[src/rtl/trig_burst_gen_pkg.sv]
// Shared constants for the triggered burst generator: FSM state codes,
// trigger-source select value and default parameter values.
package trig_burst_gen_pkg;

    localparam int DEF_DATA_W = 16;
    localparam int DEF_NUM_CH = 4;
    localparam int DEF_CNT_W  = 32;

    // Value of the TrigSrc MSB that selects the external trigger edge
    localparam logic TRIG_SEL_EXT = 1'b1;

    typedef logic [2:0] state_t;

    localparam state_t ST_IDLE  = 3'd0;
    localparam state_t ST_ARMED = 3'd1;
    localparam state_t ST_DELAY = 3'd2;
    localparam state_t ST_HIGH  = 3'd3;
    localparam state_t ST_LOW   = 3'd4;

endpackage

[src/rtl/tbg_trig_detect.sv]
// Trigger detector: registers samples/ExtTrig, finds a threshold crossing on the
// selected channel or an ExtTrig rising edge; optional hysteresis (TRIG_BURST_GEN_HYST_EN).
module tbg_trig_detect
    import trig_burst_gen_pkg::*;
#(
    parameter int DATA_W = DEF_DATA_W,
    parameter int NUM_CH = DEF_NUM_CH,
    parameter int TS_W   = $clog2(DEF_NUM_CH) + 1
) (
    input  logic                     i_clk,
    input  logic                     i_reset,
    input  logic [NUM_CH*DATA_W-1:0] i_data,
    input  logic                     i_ext_trig,
    input  logic [TS_W-1:0]          i_trig_src,
    input  logic [DATA_W-1:0]        i_trig_level,
`ifdef TRIG_BURST_GEN_HYST_EN
    input  logic [DATA_W-1:0]        i_hyst_level,
    input  logic                     i_arm_rise,
`endif
    output logic [NUM_CH*DATA_W-1:0] o_samples,
    output logic                     o_hit
);

    logic [NUM_CH*DATA_W-1:0] r_in;
    logic [NUM_CH*DATA_W-1:0] r_prev;
    logic                     r_ext;
    logic                     r_ext_d;
    logic                     r_hit;

    logic signed [DATA_W-1:0] w_cur;
    logic signed [DATA_W-1:0] w_prev;
    logic signed [DATA_W-1:0] w_lvl;
    logic                     w_ch_ok;
    logic                     w_sel_ext;
    logic                     w_cross;
    logic                     w_ch_hit;
    int                       w_idx;

    assign w_sel_ext = (i_trig_src[TS_W-1] == TRIG_SEL_EXT);
    assign w_lvl     = i_trig_level;

    // Index from the low TrigSrc bits; an index past the last channel never hits
    always_comb begin
        w_idx   = int'(i_trig_src) % (1 << (TS_W - 1));
        w_cur   = '0;
        w_prev  = '0;
        w_ch_ok = 1'b0;
        for (int c = 0; c < NUM_CH; c++) begin
            if (c == w_idx) begin
                w_cur   = r_in[c*DATA_W +: DATA_W];
                w_prev  = r_prev[c*DATA_W +: DATA_W];
                w_ch_ok = 1'b1;
            end
        end
    end

    assign w_cross = w_ch_ok && (w_prev < w_lvl) && (w_cur >= w_lvl);

`ifdef TRIG_BURST_GEN_HYST_EN
    logic                     r_qual;
    logic signed [DATA_W+1:0] w_diff;
    logic signed [DATA_W+1:0] w_min;
    logic signed [DATA_W-1:0] w_thr;

    assign w_min  = {3'b111, {(DATA_W-1){1'b0}}};
    assign w_diff = {{2{i_trig_level[DATA_W-1]}}, i_trig_level} - {2'b00, i_hyst_level};
    assign w_thr  = (w_diff < w_min) ? {1'b1, {(DATA_W-1){1'b0}}} : w_diff[DATA_W-1:0];

    assign w_ch_hit = w_cross && r_qual;

    // A hit disqualifies the channel until it drops below TrigLevel-HystLevel
    always_ff @(posedge i_clk) begin
        if (i_reset) begin
            r_qual <= 1'b1;
        end else if (i_arm_rise) begin
            r_qual <= 1'b1;
        end else if (!w_sel_ext && w_ch_hit) begin
            r_qual <= 1'b0;
        end else if (w_ch_ok && (w_cur < w_thr)) begin
            r_qual <= 1'b1;
        end
    end
`else
    assign w_ch_hit = w_cross;
`endif

    always_ff @(posedge i_clk) begin
        if (i_reset) begin
            r_in    <= '0;
            r_prev  <= '0;
            r_ext   <= 1'b0;
            r_ext_d <= 1'b0;
            r_hit   <= 1'b0;
        end else begin
            r_in    <= i_data;
            r_prev  <= r_in;
            r_ext   <= i_ext_trig;
            r_ext_d <= r_ext;
            r_hit   <= w_sel_ext ? (r_ext & ~r_ext_d) : w_ch_hit;
        end
    end

    assign o_samples = r_in;
    assign o_hit     = r_hit;

endmodule

[src/rtl/trig_burst_gen.sv]
// Triggered pulse-burst generator driving masked channels between two levels.
// Optional TRIG_BURST_GEN_HYST_EN adds HystLevel for threshold-trigger hysteresis.
//
// state    | meaning
// IDLE     | disarmed, waiting for an Arm rising edge
// ARMED    | waiting for a trigger hit
// DELAY    | counting Delay cycles before the first pulse
// HIGH     | masked channels at HighLevel for Width cycles
// LOW      | remainder of Period at LowLevel; then next pulse or finish
module trig_burst_gen
    import trig_burst_gen_pkg::*;
#(
    parameter int DATA_W = DEF_DATA_W,
    parameter int NUM_CH = DEF_NUM_CH,
    parameter int CNT_W  = DEF_CNT_W
) (
    input  logic                       Clk,
    input  logic                       Reset,
    input  logic [NUM_CH*DATA_W-1:0]   InData,
    input  logic                       ExtTrig,
    input  logic                       Arm,
    input  logic                       Rearm,
    input  logic [$clog2(NUM_CH):0]    TrigSrc,
    input  logic [DATA_W-1:0]          TrigLevel,
`ifdef TRIG_BURST_GEN_HYST_EN
    input  logic [DATA_W-1:0]          HystLevel,
`endif
    input  logic [CNT_W-1:0]           Delay,
    input  logic [CNT_W-1:0]           Width,
    input  logic [CNT_W-1:0]           Period,
    input  logic [15:0]                Count,
    input  logic [DATA_W-1:0]          HighLevel,
    input  logic [DATA_W-1:0]          LowLevel,
    input  logic [NUM_CH-1:0]          ChMask,
    output logic [NUM_CH*DATA_W-1:0]   OutData,
    output logic                       Busy,
    output logic                       Done,
    output logic [15:0]                PulseCnt
);

    localparam int TS_W = $clog2(NUM_CH) + 1;

    state_t                   r_state;
    logic                     r_arm_d;
    logic [CNT_W-1:0]         r_cnt;
    logic [CNT_W-1:0]         r_wid_m1;
    logic [CNT_W-1:0]         r_low_m1;
    logic [15:0]              r_burst;
    logic [15:0]              r_count;
    logic [DATA_W-1:0]        r_high;
    logic [DATA_W-1:0]        r_low;
    logic [NUM_CH-1:0]        r_mask;
    logic                     r_done;
    logic [15:0]              r_pulse_cnt;
    logic [NUM_CH*DATA_W-1:0] r_out;

    logic [NUM_CH*DATA_W-1:0] w_samples;
    logic                     w_hit;
    logic                     w_arm_rise;
    logic [CNT_W-1:0]         w_wid_eff;
    logic [CNT_W-1:0]         w_low_len;
    logic [15:0]              w_pulse_inc;
    logic                     w_busy;
    logic                     w_drive_high;
    logic [NUM_CH-1:0]        w_mask;
    logic [DATA_W-1:0]        w_hi;
    logic [DATA_W-1:0]        w_lo;
    logic [NUM_CH*DATA_W-1:0] w_out_nxt;

    tbg_trig_detect #(
        .DATA_W (DATA_W),
        .NUM_CH (NUM_CH),
        .TS_W   (TS_W)
    ) u_trig_detect (
        .i_clk        (Clk),
        .i_reset      (Reset),
        .i_data       (InData),
        .i_ext_trig   (ExtTrig),
        .i_trig_src   (TrigSrc),
        .i_trig_level (TrigLevel),
`ifdef TRIG_BURST_GEN_HYST_EN
        .i_hyst_level (HystLevel),
        .i_arm_rise   (w_arm_rise),
`endif
        .o_samples    (w_samples),
        .o_hit        (w_hit)
    );

    assign w_arm_rise  = Arm & ~r_arm_d;
    assign w_wid_eff   = (Width == '0) ? CNT_W'(1) : Width;
    assign w_low_len   = (Period > w_wid_eff) ? (Period - w_wid_eff) : CNT_W'(1);
    assign w_pulse_inc = (r_pulse_cnt == 16'hFFFF) ? r_pulse_cnt : r_pulse_cnt + 16'd1;

    always_ff @(posedge Clk) begin
        if (Reset) begin
            r_state     <= ST_IDLE;
            r_arm_d     <= 1'b1;   // a level already high at release is not an edge
            r_cnt       <= '0;
            r_wid_m1    <= '0;
            r_low_m1    <= '0;
            r_burst     <= '0;
            r_count     <= '0;
            r_high      <= '0;
            r_low       <= '0;
            r_mask      <= '0;
            r_done      <= 1'b0;
            r_pulse_cnt <= '0;
        end else begin
            r_arm_d <= Arm;
            if (w_arm_rise) begin
                r_done      <= 1'b0;
                r_pulse_cnt <= '0;
            end
            if (!Arm) begin
                r_state <= ST_IDLE;
            end else begin
                case (r_state)
                    ST_IDLE: begin
                        if (w_arm_rise) r_state <= ST_ARMED;
                    end
                    ST_ARMED: begin
                        if (w_hit) begin
                            r_count  <= Count;
                            r_wid_m1 <= w_wid_eff - CNT_W'(1);
                            r_low_m1 <= w_low_len - CNT_W'(1);
                            r_high   <= HighLevel;
                            r_low    <= LowLevel;
                            r_mask   <= ChMask;
                            if (Delay == '0) begin
                                r_state     <= ST_HIGH;
                                r_cnt       <= w_wid_eff - CNT_W'(1);
                                r_burst     <= 16'd1;
                                r_pulse_cnt <= w_pulse_inc;
                            end else begin
                                r_state <= ST_DELAY;
                                r_cnt   <= Delay - CNT_W'(1);
                                r_burst <= '0;
                            end
                        end
                    end
                    ST_DELAY: begin
                        if (r_cnt == '0) begin
                            r_state     <= ST_HIGH;
                            r_cnt       <= r_wid_m1;
                            r_burst     <= r_burst + 16'd1;
                            r_pulse_cnt <= w_pulse_inc;
                        end else begin
                            r_cnt <= r_cnt - CNT_W'(1);
                        end
                    end
                    ST_HIGH: begin
                        if (r_cnt == '0) begin
                            r_state <= ST_LOW;
                            r_cnt   <= r_low_m1;
                        end else begin
                            r_cnt <= r_cnt - CNT_W'(1);
                        end
                    end
                    ST_LOW: begin
                        if (r_cnt != '0) begin
                            r_cnt <= r_cnt - CNT_W'(1);
                        end else if ((r_count != 16'd0) && (r_burst == r_count)) begin
                            r_done  <= 1'b1;
                            r_state <= Rearm ? ST_ARMED : ST_IDLE;
                        end else begin
                            r_state     <= ST_HIGH;
                            r_cnt       <= r_wid_m1;
                            r_burst     <= r_burst + 16'd1;
                            r_pulse_cnt <= w_pulse_inc;
                        end
                    end
                    default: r_state <= ST_IDLE;
                endcase
            end
        end
    end

    assign w_busy = (r_state == ST_DELAY) || (r_state == ST_HIGH) || (r_state == ST_LOW);

    // Burst-time settings are the ones captured at the hit; live ones apply otherwise
    always_comb begin
        w_drive_high = Arm && (r_state == ST_HIGH);
        w_mask       = w_busy ? r_mask : ChMask;
        w_hi         = w_busy ? r_high : HighLevel;
        w_lo         = w_busy ? r_low  : LowLevel;
        w_out_nxt    = '0;
        for (int c = 0; c < NUM_CH; c++) begin
            if (w_mask[c]) begin
                w_out_nxt[c*DATA_W +: DATA_W] = w_drive_high ? w_hi : w_lo;
            end else begin
                w_out_nxt[c*DATA_W +: DATA_W] = w_samples[c*DATA_W +: DATA_W];
            end
        end
    end

    always_ff @(posedge Clk) begin
        if (Reset) begin
            r_out <= '0;
        end else begin
            r_out <= w_out_nxt;
        end
    end

    assign OutData  = r_out;
    assign Busy     = w_busy;
    assign Done     = r_done;
    assign PulseCnt = r_pulse_cnt;

endmodule

[config.mk]
export PLATFORM = sky130hd
export DESIGN_NAME = trig_burst_gen
export DESIGN_NICKNAME = d
export VERILOG_FILES = /design/src/rtl/trig_burst_gen_pkg.sv /design/src/rtl/tbg_trig_detect.sv /design/src/rtl/trig_burst_gen.sv
export SDC_FILE = /design/constraint.sdc
export NUM_CORES = 1
export LEC_CHECK = 0
export CAP_MARGIN = 10
export CORE_MARGIN = 2
export CORE_UTILIZATION = 55
export DETAILED_ROUTE_END_ITERATION = 7
export HOLD_SLACK_MARGIN = 0.1
export PLACE_DENSITY = 0.87
export SETUP_SLACK_MARGIN = 0.4
export SLEW_MARGIN = 20
export SYNTH_ARGS = -nofsm -noshare
export SYNTH_HDL_FRONTEND = slang
export SYNTH_HIERARCHICAL = 1
export SYNTH_SLANG_ARGS = --single-unit
[constraint.sdc]
create_clock -name Clk -period 8.3 [get_ports Clk]
set_clock_uncertainty 0.1 [all_clocks]
set_input_delay 1.245 -clock Clk [delete_from_list [all_inputs] [get_ports Clk]]
set_output_delay 1.245 -clock Clk [all_outputs]
set_load 0.005 [all_outputs]
==> flow_metrics.py <==
metrics = {
    "status": {
        "status": "finished clean",
    },
    "setup_path": {
        "crit_required_ps": 8620,
        "crit_type": "in2reg",
        "crit_fanout": 9,
        "worst_path_largest_cell_delay_ps": 650,
        "slowest_stage": "or4_1",
        "path_cells": "clkdlybuf4s50_1 > or4_1 > or3_1 > or4_1 > nor2_1 > nor2_1 > inv_1 > ha_1 > inv_1 > fa_1 > a211oi_2 > o21ai_1 > o21ai_4 > a211oi_1 > o21a_1 > nand2_1 > ha_1 > and3_1 > nand2_1 > nor4_2 > and2_1 > nand3_1 > o31a_1 > a32o_1",
        "arrival_ps": 7320,
        "worst_setup_path_start_kind": "primary input",
        "crit_family": "simple AND/OR/NAND/NOR gates",
        "cp-end-kind": "flip-flop",
        "path_buf_inv": 3,
    },
    "detailed_routing": {
        "num_vias": 20600,
        "wl_per_cell_um": 20.8,
        "drt_wl_total_um": 69100,
        "firstDrtPassIters": 6,
        "drtIter0Drc": 2157,
        "viasPerCell": 6.21,
        "antenna_left": 0,
        "drc": 0,
    },
    "synthesis": {
        "syn_area_per_cell_um2": 8.28,
        "seq_area_frac_synth_pct": 36.1,
        "synth_nets": 2853,
        "ys_top_cells_by_area": "dfxtp_1, nand2_1, nor2_1, mux2i_1, a21oi_1",
        "ys_async_sr_fraction_pct": 0,
        "synth_commonest_cells": "dfxtp_1, nand2_1, nor2_1",
        "ys_seq_elements": 380,
        "synth-main-ff-cell": "dfxtp_1",
        "synth_largest_area_cell": "dfxtp_1",
        "synth_edf_count": 0,
        "synthCells": 2545,
        "yosysMostFrequentCell": "dfxtp_1",
        "synth_top_area_share_pct": 36.1,
        "ys_types": 88,
        "synth_warnings": 6,
        "netlist_area_mm2": 0.0211,
    },
    "die": {
        "die_h_um": 200,
        "num_rows": 71,
        "fp.dieW_um": 200,
        "design.core.area_mm2": 0.0377,
        "dieArea_mm2": 0.0399,
        "start_util_pct": 55.9,
        "num_io_pins": 318,
    },
    "global_route": {
        "grt_usage_pct": 33.5,
        "use_met2_pct": 55.6,
        "grt_antenna_before_repair": 6,
        "grt-busiest-layer": "met2",
        "first_global_vias": 19800,
        "grt_max_degree": 177,
        "grtUsageMet1_pct": 41.4,
        "grt.overflow.total": 0,
        "grt_pass1_wl_um": 105000,
        "grtUsageMet3_pct": 6.38,
    },
    "timing": {
        "rsz0062_at_grt": "no",
        "finalSetupTns_ps": 0,
        "fin_crit_sh_pct": 84.4,
        "drv_slew": 0,
        "slew_headroom_pct": 21.2,
        "fin_crit_ps": 7000,
        "timing.fmax_mhz": 143,
        "finalSetupViolations": 0,
        "worstMarginPinSlew_ps": 1170,
        "finalHoldViolCount": 0,
    },
    "power_and_ir_drop": {
        "p_sw_w": 0.00121,
        "leakage_nw": 10.0,
        "p_seq_share_pct": 42.6,
        "internal_power_w": 0.00327,
        "clkPwrFrac_pct": 40.3,
        "pwr-share-comb_pct": 17.1,
        "powerDensity_mw_per_mm2": 173,
        "vdd_drop_max_uv": 141,
        "switching_share_pct": 26.9,
    },
    "clocking": {
        "worstSkewPairLatency_ps": 550,
        "cts_buffers": 38,
        "cts_hold_buffers": 0,
        "tritoncts": "done",
        "clk_pin_slew_worst_paths_ps": 60,
        "clockBufferDepth": 3,
        "cts_resized": 0,
        "htree_levels": 2,
        "cts_setup_buffers": 0,
        "cts_sinks": 380,
        "clock-root-buffer": "clkbuf_16",
    },
    "min_path": {
        "hp-class": "reg2reg",
    },
    "place": {
        "place_hpwl_um": 50400,
        "portBuffers": 317,
        "place_congestion": 1.00,
    },
    "flow_run": {
        "cap_violations": 0,
    },
    "final_layout": {
        "fin_util_pct": 68.7,
        "area_growth_syn_to_layout_pct": 22.8,
        "fillCellCount": 2868,
        "nets": 3086,
        "layout-drive-gt1-share_pct": 6.88,
    },
}
## cell type report
cell class	count	area, um2	area share (%)
diodes	6	15.0	0.0580
clock buffers	52	1080	4.19
clock inverters	17	220	0.851
inverters	76	285	1.10
multi-input cells	1944	12700	49.0
flip-flops and latches	380	7610	29.4
well taps	511	639	2.47
repair buffers	338	3340	12.9
## kinds of logic after synthesis
group                      Yosys count  share of synthesized area (%)
xor gates and xnor gates           127                           5.28
adders and majority gates           72                           4.31
muxes                              159                           9.55
DFF                                380                           36.1
and+or+nand+nor                   1025                           23.5
AOI/OAI and AO/OA                  561                           17.2
buffers and inverters              221                           4.03
## through the flow
stage	std cells	total power, W	hold slack, ps	setup slack [ps]	instance area, um2
after floorplan	2545	0.00237	326	1370	21100
after global placement	3249	0.00267	340	985	24500
after detailed placement	3249	0.00268	348	843	24500
after CTS	3318	0.00446	356	1390	25800
after global routing	3324	0.00461	375	914	25900
final	3324	0.00448	356	1300	25900
## power by group through the flow
stage	Combinational, W	Sequential [W]	Clock [W]
6_report	0.000768	0.00191	0.00180
3_5_place_dp	0.000739	0.00194	0
3_3_place_gp	0.000725	0.00194	0
5_1_grt	0.000823	0.00191	0.00188
4_1_cts	0.000751	0.00191	0.00181
2_1_floorplan	0.000437	0.00193	0
## worst register-to-register path, delay by kind of cell (launching register included)
kind	cells	cell delay (ps)
compound gates	2	660
simple gates	5	2230
flops	1	620
mux	1	270
## per-layer routing
| metal | vias to the layer above | share of wire, % |
|---|---|---|
| li1 | 9519 | - |
| met5 | - | 0 |
| met3 | 235 | 8.7 |
| met1 | 9791 | 39 |
| met4 | 0 | 5.5 |
| met2 | 1083 | 47 |
## layout by cell type (no fill, tap or decap), types with 33 or more instances in the layout
cell / instances
a211oi_1: 48
a21oi_1: 188
clkbuf_16: 39
clkdlybuf4s50_1: 315
dfxtp_1: 379
ha_1: 71
inv_1: 76
mux2i_1: 97
nand2_1: 294
nand3_1: 42
nor2_1: 282
nor2b_1: 141
nor3_1: 67
nor4_1: 33
o21ai_0: 91
xnor2_1: 77
xor2_1: 50
## worst paths after layout
| check | startpoint | to | slack (ps) | cells past startpoint |
|---|---|---|---|---|
| hold reg to reg | r_low[1] | r_low[1] | 360 | 2 |
| hold / removal | r_low[1] | r_low[1] | 360 | 2 |
| setup reg to reg | r_state[0] | r_low_m1[31] | 4360 | 8 |
| setup / recovery | Width[27] | r_low_m1[28] | 1300 | 24 |
## registers in the layout, summed over array words and instances, names as in the netlist
name,flops
r_low,16
r_low_m1,32
u_trig_detect/o_samples,64
r_cnt,32
u_trig_detect/r_prev,64
OutData,64
r_arm_d,1
u_trig_detect/r_ext,1
r_mask,4
r_high,16
r_wid_m1,32
r_count,16
r_state,3
u_trig_detect/r_ext_d,1
u_trig_detect/o_hit,1
PulseCnt,16
r_burst,16
Done,1
Power figures use the tool's default switching activity.
